**src/rtl/sclkfifolut_pkg.sv**
```systemverilog
// Shared constants and pointer helper for the sclkfifolut read-stream adapter.
package sclkfifolut_pkg;

    localparam int unsigned RDSTREAM_BUF_DEPTH = 3;
    localparam int unsigned RDSTREAM_PTR_W     = 2;
    localparam int unsigned RDSTREAM_OCC_W     = 2;

    typedef logic [RDSTREAM_PTR_W-1:0] rdbuf_ptr_t;
    typedef logic [RDSTREAM_OCC_W-1:0] rdbuf_occ_t;

    // Circular increment over a buffer that is not a power of two deep
    function automatic rdbuf_ptr_t rdbuf_ptr_inc(input rdbuf_ptr_t p);
        return (p == rdbuf_ptr_t'(RDSTREAM_BUF_DEPTH - 1)) ? '0 : p + rdbuf_ptr_t'(1);
    endfunction

endpackage

```
**src/rtl/sclkfifolut_rdbuf.sv**
```systemverilog
// Three-entry circular register buffer with head/tail pointers and occupancy.
module sclkfifolut_rdbuf
    import sclkfifolut_pkg::*;
#(
    parameter int unsigned WIDTH = 32
) (
    input  logic             clk,
    input  logic             arst,
    input  logic             push,
    input  logic [WIDTH-1:0] push_data,
    input  logic             pop,
    output logic [WIDTH-1:0] head_data,
    output rdbuf_occ_t       occ
);

    logic [WIDTH-1:0] mem [RDSTREAM_BUF_DEPTH];
    rdbuf_ptr_t       head;
    rdbuf_ptr_t       tail;

    assign head_data = mem[head];

    always_ff @(posedge clk or posedge arst) begin
        if (arst) begin
            for (int i = 0; i < int'(RDSTREAM_BUF_DEPTH); i++) begin
                mem[i] <= '0;
            end
            head <= '0;
            tail <= '0;
            occ  <= '0;
        end else begin
            if (push) begin
                mem[tail] <= push_data;
                tail      <= rdbuf_ptr_inc(tail);
            end
            if (pop) begin
                head <= rdbuf_ptr_inc(head);
            end
            // Simultaneous push and pop leaves occupancy unchanged
            case ({push, pop})
                2'b10:   occ <= occ + rdbuf_occ_t'(1);
                2'b01:   occ <= occ - rdbuf_occ_t'(1);
                default: occ <= occ;
            endcase
        end
    end

endmodule

```
**src/rtl/sclkfifolut_rdstream.sv**
```systemverilog
// Read-side adapter: drives FIFO ren, absorbs its read latency, presents valid/ready.
module sclkfifolut_rdstream
    import sclkfifolut_pkg::*;
#(
    parameter int unsigned FIFO_WIDTH = 32
) (
    input  logic                  clk,
    input  logic                  arst,
    output logic                  fifo_ren,
    input  logic [FIFO_WIDTH-1:0] fifo_rdata,
    input  logic                  fifo_rempty,
    output logic                  m_valid,
    output logic [FIFO_WIDTH-1:0] m_data,
    input  logic                  m_ready,
    output logic [1:0]            buf_level
);

    logic       inflight;
    logic       pop;
    rdbuf_occ_t occ;
    logic [2:0] demand;

    // Reserve a buffer slot for every word already in flight; no path from m_ready
    assign demand   = {1'b0, occ} + {2'b00, inflight};
    assign fifo_ren = !arst && !fifo_rempty && (demand <= 3'd2);

    assign m_valid   = (occ != '0);
    assign pop       = m_valid && m_ready;
    assign buf_level = occ;

    always_ff @(posedge clk or posedge arst) begin
        if (arst) begin
            inflight <= 1'b0;
        end else begin
            inflight <= fifo_ren;
        end
    end

    sclkfifolut_rdbuf #(
        .WIDTH (FIFO_WIDTH)
    ) u_rdbuf (
        .clk       (clk),
        .arst      (arst),
        .push      (inflight),
        .push_data (fifo_rdata),
        .pop       (pop),
        .head_data (m_data),
        .occ       (occ)
    );

endmodule
```
**config.mk**
```make
export PLATFORM = sky130hd
export DESIGN_NAME = sclkfifolut_rdstream
export DESIGN_NICKNAME = d
export VERILOG_FILES = /design/src/rtl/sclkfifolut_pkg.sv /design/src/rtl/sclkfifolut_rdbuf.sv /design/src/rtl/sclkfifolut_rdstream.sv
export SDC_FILE = /design/constraint.sdc
export NUM_CORES = 1
export LEC_CHECK = 0
export ABC_CLOCK_PERIOD_IN_PS = 8650
export CAP_MARGIN = 10
export CORE_ASPECT_RATIO = 0.8
export CORE_MARGIN = 5
export CORE_UTILIZATION = 29
export CTS_CLUSTER_DIAMETER = 150
export DETAILED_ROUTE_END_ITERATION = 12
export GPL_TIMING_DRIVEN = 0
export PLACE_DENSITY = 0.56
export SYNTH_ARGS = -nofsm -noshare
export SYNTH_HDL_FRONTEND = slang
export SYNTH_SLANG_ARGS = --single-unit
```
**constraint.sdc**
```tcl
create_clock -name clk -period 8.65 [get_ports clk]
set_clock_uncertainty 0.2 [all_clocks]
set_input_delay 2.1625 -clock clk [delete_from_list [all_inputs] [get_ports clk]]
set_output_delay 2.1625 -clock clk [all_outputs]
set_load 0.02 [all_outputs]
```
==> flow_metrics.tcl <==
set metrics [dict create \
    insertion_delay_ns 0.34 \
    syn_inst 344 \
    hold_viol_final 0 \
    first_pass_iters 4 \
    worstMarginPinSlew_ns 0.595 \
    ys.warnings.count 0 \
    htree_levels 3 \
    setup.worst_path.end_class "output port" \
    critPathLaunchType "input port" \
    drt-total-wl_mm 11.2 \
    synth_edf_count 0 \
    clkTransAtPathRegs_ns 0.06 \
    antenna_cells 0 \
    design_area_mm2 0.00603 \
    die-area_mm2 0.0188 \
    cts_resized 0 \
    netlist_area_mm2 0.00469 \
    hold_path_startpoint "u_rdbuf.mem[35]$_DFFE_PP0P_" \
    routabilityCongestion 0.718 \
    arrival_ns 3.54 \
    antenna_found_initial 0 \
    grt_pass1_wl_mm 17.8 \
    grtUsageTotal_pct 12.2 \
    rr_endpoint "u_rdbuf.mem[83]$_DFFE_PP0P_" \
    dp.final_hpwl_mm 7.60 \
    peakVddDrop_mv 0.130 \
    ios 72 \
    ant_nets 0 \
    path_max_fanout 2 \
    fin_crit_ns 5.91 \
    path_class "input port to output port" \
    synth-seq-area-share_pct 55.0 \
    start_util_pct 29.7 \
    fmax_ghz 0.169 \
    grt_pass1_vias 3171 \
    reg2reg_slack_ns 6.63 \
    grt_max_degree 66 \
    final_nets 467 \
    holdCritPathClass "flip-flop to flip-flop" \
    holdPathStages 1 \
    io_buffers 71 \
    drtIter0Drc 122 \
    drc 0 \
    r2r-start "inflight$_DFF_PP0_" \
    cts_tree "built" \
    area_growth_pct 28.6 \
    gr-total-overflow 0 \
    die_w_um 152 \
    rsz0062_at_grt "false" \
    fin_crit_sh_pct 68.3 \
    finalSetupTns_ns 0 \
    hold_buffers 0 \
    synth-seq-cells 103 \
    dpl_cell_area_mm2 0.00570 \
    relSlewSlack_pct 60.3 \
    yosys_most_used_dff "dfrtp_1" \
    clockRootBuffer "clkbuf_16" \
    core-area_mm2 0.0158 \
    synthArstFlopShare_pct 100 \
    clockBufferDepth 2 \
    synth_area_per_cell_um2 13.6 \
    drive_gt1_share_pct 30.9 \
    worstRegToRegCells 4 \
    ys_types 23 \
    whs_endpoint "u_rdbuf.mem[35]$_DFFE_PP0P_" \
    finalSetupViolCount 0 \
    fillCellCount 1536 \
    routedWlPerCell_um 17.3 \
    maxSlewViolCount 0 \
    syn_nets 384 \
    p_leak_uw 0.00261 \
    die_height_um 124 \
    cap_violations 0 \
    cp.required_ns 6.29 \
    postCtsSetupBuffers 0 \
    cts-buffers-inserted 9 \
    cts_sinks 103 \
    via_per_inst 4.53 \
    power_density_mw_per_mm2 409 \
    fp-row-count 41 \
    vias 2928 \
    run_status "completed" \
]
## cells in the mapped netlist, drive strengths merged, types with 3 or more instances
master	number	area (um2)
dfrtp	103	2580
mux2	97	1200
mux2i	32	320
nand2	32	120
o21ai	30	150
buf	16	98.8
inv	6	22.5
clkbuf	5	18.8
ha	4	50.1
o22ai	4	25.0
nor3	3	20.0
xnor2	3	26.3
## layout make-up
class	count	area, um2	area share (%)
clock buffers	12	267	4.42
clock inverters	3	65.1	1.08
multi-input cells	214	1970	32.7
plain buffers	21	118	1.95
repair buffers	72	738	12.2
well taps	215	269	4.46
flip-flops and latches	103	2580	42.8
inverters	6	25.0	0.415
## through the flow
stage / setup slack, ns / utilization [%] / hold slack (ns) / power, uW / std cells
final: 2.74 / 38.1 / 0.306 / 2460 / 646
after CTS: 2.71 / 38.1 / 0.308 / 2500 / 646
after floorplan: 3.58 / - / 0.279 / 1580 / 344
after global placement: 2.00 / 35.9 / 0.286 / 2010 / 630
after detailed placement: 2.71 / 36.0 / 0.293 / 2040 / 631
after global routing: 2.66 / 38.1 / 0.318 / 2620 / 646
## cells by family (layout without fill, tap and decap cells)
| kind of cell | count (synthesis) | count (layout) | share of synthesized area (%) |
|---|---|---|---|
| fa+ha+maj | 4 | 4 | 1.07 |
| buf+inv | 27 | 114 | 2.99 |
| simple gates | 41 | 41 | 3.66 |
| flops | 103 | 103 | 55.0 |
| xor+xnor | 3 | 3 | 0.561 |
| mux | 129 | 129 | 32.6 |
| compound gates | 37 | 37 | 4.17 |
## flip-flops by register name, summed over array words and instances (netlist names)
register	count
inflight	1
u_rdbuf.head	2
u_rdbuf.mem	96
u_rdbuf.occ	2
u_rdbuf.tail	2
## routing by layer
| layer | track usage, % | vias up | share of wire [%] |
|---|---|---|---|
| li1 | - | 1375 | - |
| met5 | 0 | - | 0 |
| met2 | 18.7 | 55 | 44 |
| met1 | 17.2 | 1491 | 51 |
| met4 | 2.41 | 0 | 0.46 |
| met3 | 4.03 | 7 | 4.4 |
## power breakdown
part | internal [uW] | switching [uW]
sequential | 728 | 130
clock | 275 | 171
combinational | 614 | 545
## how the worst max path moves through the flow
| stage | start | end | slack (ns) |
|---|---|---|---|
| after CTS | arst | fifo_ren | 2.71 |
| final | arst | fifo_ren | 2.74 |
| after global routing | arst | fifo_ren | 2.66 |
| after global placement | arst | u_rdbuf.mem[87]$_DFFE_PP0P_ | 2.00 |
| after floorplan | arst | inflight$_DFF_PP0_ | 3.58 |
| after detailed placement | arst | fifo_ren | 2.71 |
## critical path, cell delays in order
cell and delay, ns:
clkdlybuf4s50_1 0.46, nor3_1 0.26, clkdlybuf4s50_1 0.66
## cell usage in the layout, fill, tap and decap left out, types with 5 or more instances in the layout
master and instances:
mux2i_1 32, nand2_1 32, dfrtp_1 103, clkbuf_1 5
mux2_2 67, clkbuf_16 9, clkdlybuf4s50_1 71, buf_2 13
mux2_4 30, o21ai_0 30
No activity file was read; power rests on OpenSTA's default activity.
==> edit, RTL diff (same flow settings) <==
`RDSTREAM_BUF_DEPTH`: 3 -> 5.
--- a/src/rtl/sclkfifolut_pkg.sv
+++ b/src/rtl/sclkfifolut_pkg.sv
@@ -1,7 +1,7 @@
 // Shared constants and pointer helper for the sclkfifolut read-stream adapter.
 package sclkfifolut_pkg;
 
-    localparam int unsigned RDSTREAM_BUF_DEPTH = 3;
+    localparam int unsigned RDSTREAM_BUF_DEPTH = 5;
     localparam int unsigned RDSTREAM_PTR_W     = 2;
     localparam int unsigned RDSTREAM_OCC_W     = 2;
 
Check against the original RTL: not equivalent (Yosys sat finds a counterexample within 4 cycles, from zero or initial values and one cycle with arst high).
==> edit against the original RTL <==
- sequential power shrank 7.6%
- total power fell by 13%
- cell area increased by 29%
- largest cell class unchanged
- wire length increased by 17%
- sequential cell count up 32
- setup slack got worse by 0.034 ns
- synthesized area increased by 30%
- critical path depth unchanged
- global-route usage is 0.44 points lower
==> edit: results (changes against the original RTL) <==
* Status: completed (unchanged)
* Post-detail-place hpwl at 8890 um (was 7600 um)
* Clock buffer depth at 2 (unchanged)
* Syn_nets at 400 (was 384)
* Total CTS buffers at 17 (was 9)
* R2r startpoint: u_rdbuf.occ[0]$_DFFE_PP0P_ (was inflight$_DFF_PP0_)
* End of the worst register-to-register path: u_rdbuf.occ[1]$_DFFE_PP0P_ (was u_rdbuf.mem[83]$_DFFE_PP0P_)
* First-pass GRT wire length at 21500 um (was 17800 um)
* CP arrival at 3.58 ns (was 3.54 ns)
* Final net count at 491 (was 467)
* WHS Path Cells at 1 (unchanged)
* Starting DRT DRC Count at 164 (was 122)
* Filler cells at 1918 (was 1536)
* Maximum vdd ir drop at 173 uV (was 130 uV)
* Yosys warning count at 0 (unchanged)
* Top reg by flops: u_rdbuf.mem (unchanged)
* Flip-flop count of the largest register after layout at 128 (was 96)
* Number of distinct library cells after synthesis at 20 (was 23)
* GRT Total Usage at 11.8% (was 12.2%)
* Clock transition at path regs at ~0.05 ns
* Via count at 3298 (was 2928)
* DRT Pass-1 Iters at 4 (unchanged)
* Top post-synthesis cells by count: dfrtp_1, mux2_2, mux4_2, buf_6, ha_1 (was dfrtp_1, mux2_2, mux2i_1, nand2_1)
* I/O Buffers at 71 (unchanged)
* Worst-margin pin slew at 0.630 ns (was 0.595 ns)
* Min-delay src: u_rdbuf.mem[38]$_DFFE_PP0P_ (was u_rdbuf.mem[35]$_DFFE_PP0P_)
* Worst skew pair latency at 0.42 ns (was 0.34 ns)
* Number of hold buffers added after cts at 0 (unchanged)
* DR WL/cell at 18.0 um (was 17.3 um)
* Worst Setup EP: fifo_ren (unchanged)
* RD Place Congestion at 0.668 (was 0.718)
* Post-synthesis sequential area ratio at 55.6% (was 55.0%)
* Antenna diode instance count at 0 (unchanged)
* Asr flop ratio synth at 100% (unchanged)
* Hold Crit Endpoint: u_rdbuf.mem[38]$_DFFE_PP0P_ (was u_rdbuf.mem[35]$_DFFE_PP0P_)
* Flop-to-flop setup slack at 6.68 ns (was 6.63 ns)
* Crit path from: arst (unchanged)
* P_leak at 0.00318 uW (was 0.00261 uW)
* Share of cells above drive strength 1 at 45.0% (was 30.9%)
* Post-CTS Setup Repair Bufs at 0 (unchanged)
* Post-cts repair resize count at 0 (unchanged)
* H-tree Lvls at 4 (was 3)
* Largest net degree at the start of global routing at 79 (was 66)
* Post-DP Area at 0.00716 mm^2 (was 0.00570 mm^2)
* Vias in the first global route at 3736 (was 3171)
* Main area contributors after synthesis: dfrtp_1, mux2_2, mux4_2, buf_6, ha_1 (was dfrtp_1, mux2_2, mux2_4, mux2i_1, o21ai_0)
* Worst r2r path cells at 5 (was 4)
edit: report_power, final:
group	total (uW)	leakage, uW	internal, uW	switching, uW
Clock	734	0.000291	456	279
Combinational	613	0.00130	343	269
Sequential	793	0.00158	738	54.7
edit: per-layer routing:
metal	GRT usage [%]	share of wire, %	up-vias
li1	-	-	1499
met1	15.8	45	1730
met2	18.1	48	60
met3	4.56	5.8	9
met4	2.98	0.96	0
met5	0	0	-
edit: area by class of cell:
cell class | count | area, um^2 | area share, %
Sequential cell | 135 | 3380 | 43.5
Multi-Input combinational cell | 190 | 2440 | 31.4
Timing Repair Buffer | 72 | 738 | 9.51
Clock buffer | 18 | 429 | 5.53
Tap cell | 269 | 337 | 4.34
Buffer | 21 | 233 | 3.00
Clock inverter | 14 | 173 | 2.22
Inverter | 8 | 35.0 | 0.451
edit: cell families after synthesis:
family	synth area share (%)
multiplexers	36.0
AND/OR/NAND/NOR	1.23
buffers and inverters	4.32
flip-flops	55.6
AO/OA/AOI/OAI	0.411
XOR/XNOR	0.432
adder cells (fa/ha/maj)	2.06
edit: through the flow:
stage	power [uW]	setup WS, ns	cells	hold WS [ns]	utilization (%)
after floorplan	1160	2.68	354	0.256	-
after global placement	1410	0.835	694	0.270	34.5
after detailed placement	1430	2.71	695	0.282	34.7
after CTS	2170	2.69	727	0.295	37.6
after global routing	2250	2.60	727	0.309	37.6
final	2140	2.71	727	0.292	37.6
edit: critical path, stage by stage:
cell and delay [ns]:
clkdlybuf4s50_1 0.48, nor3_1 0.27, clkdlybuf4s50_1 0.66
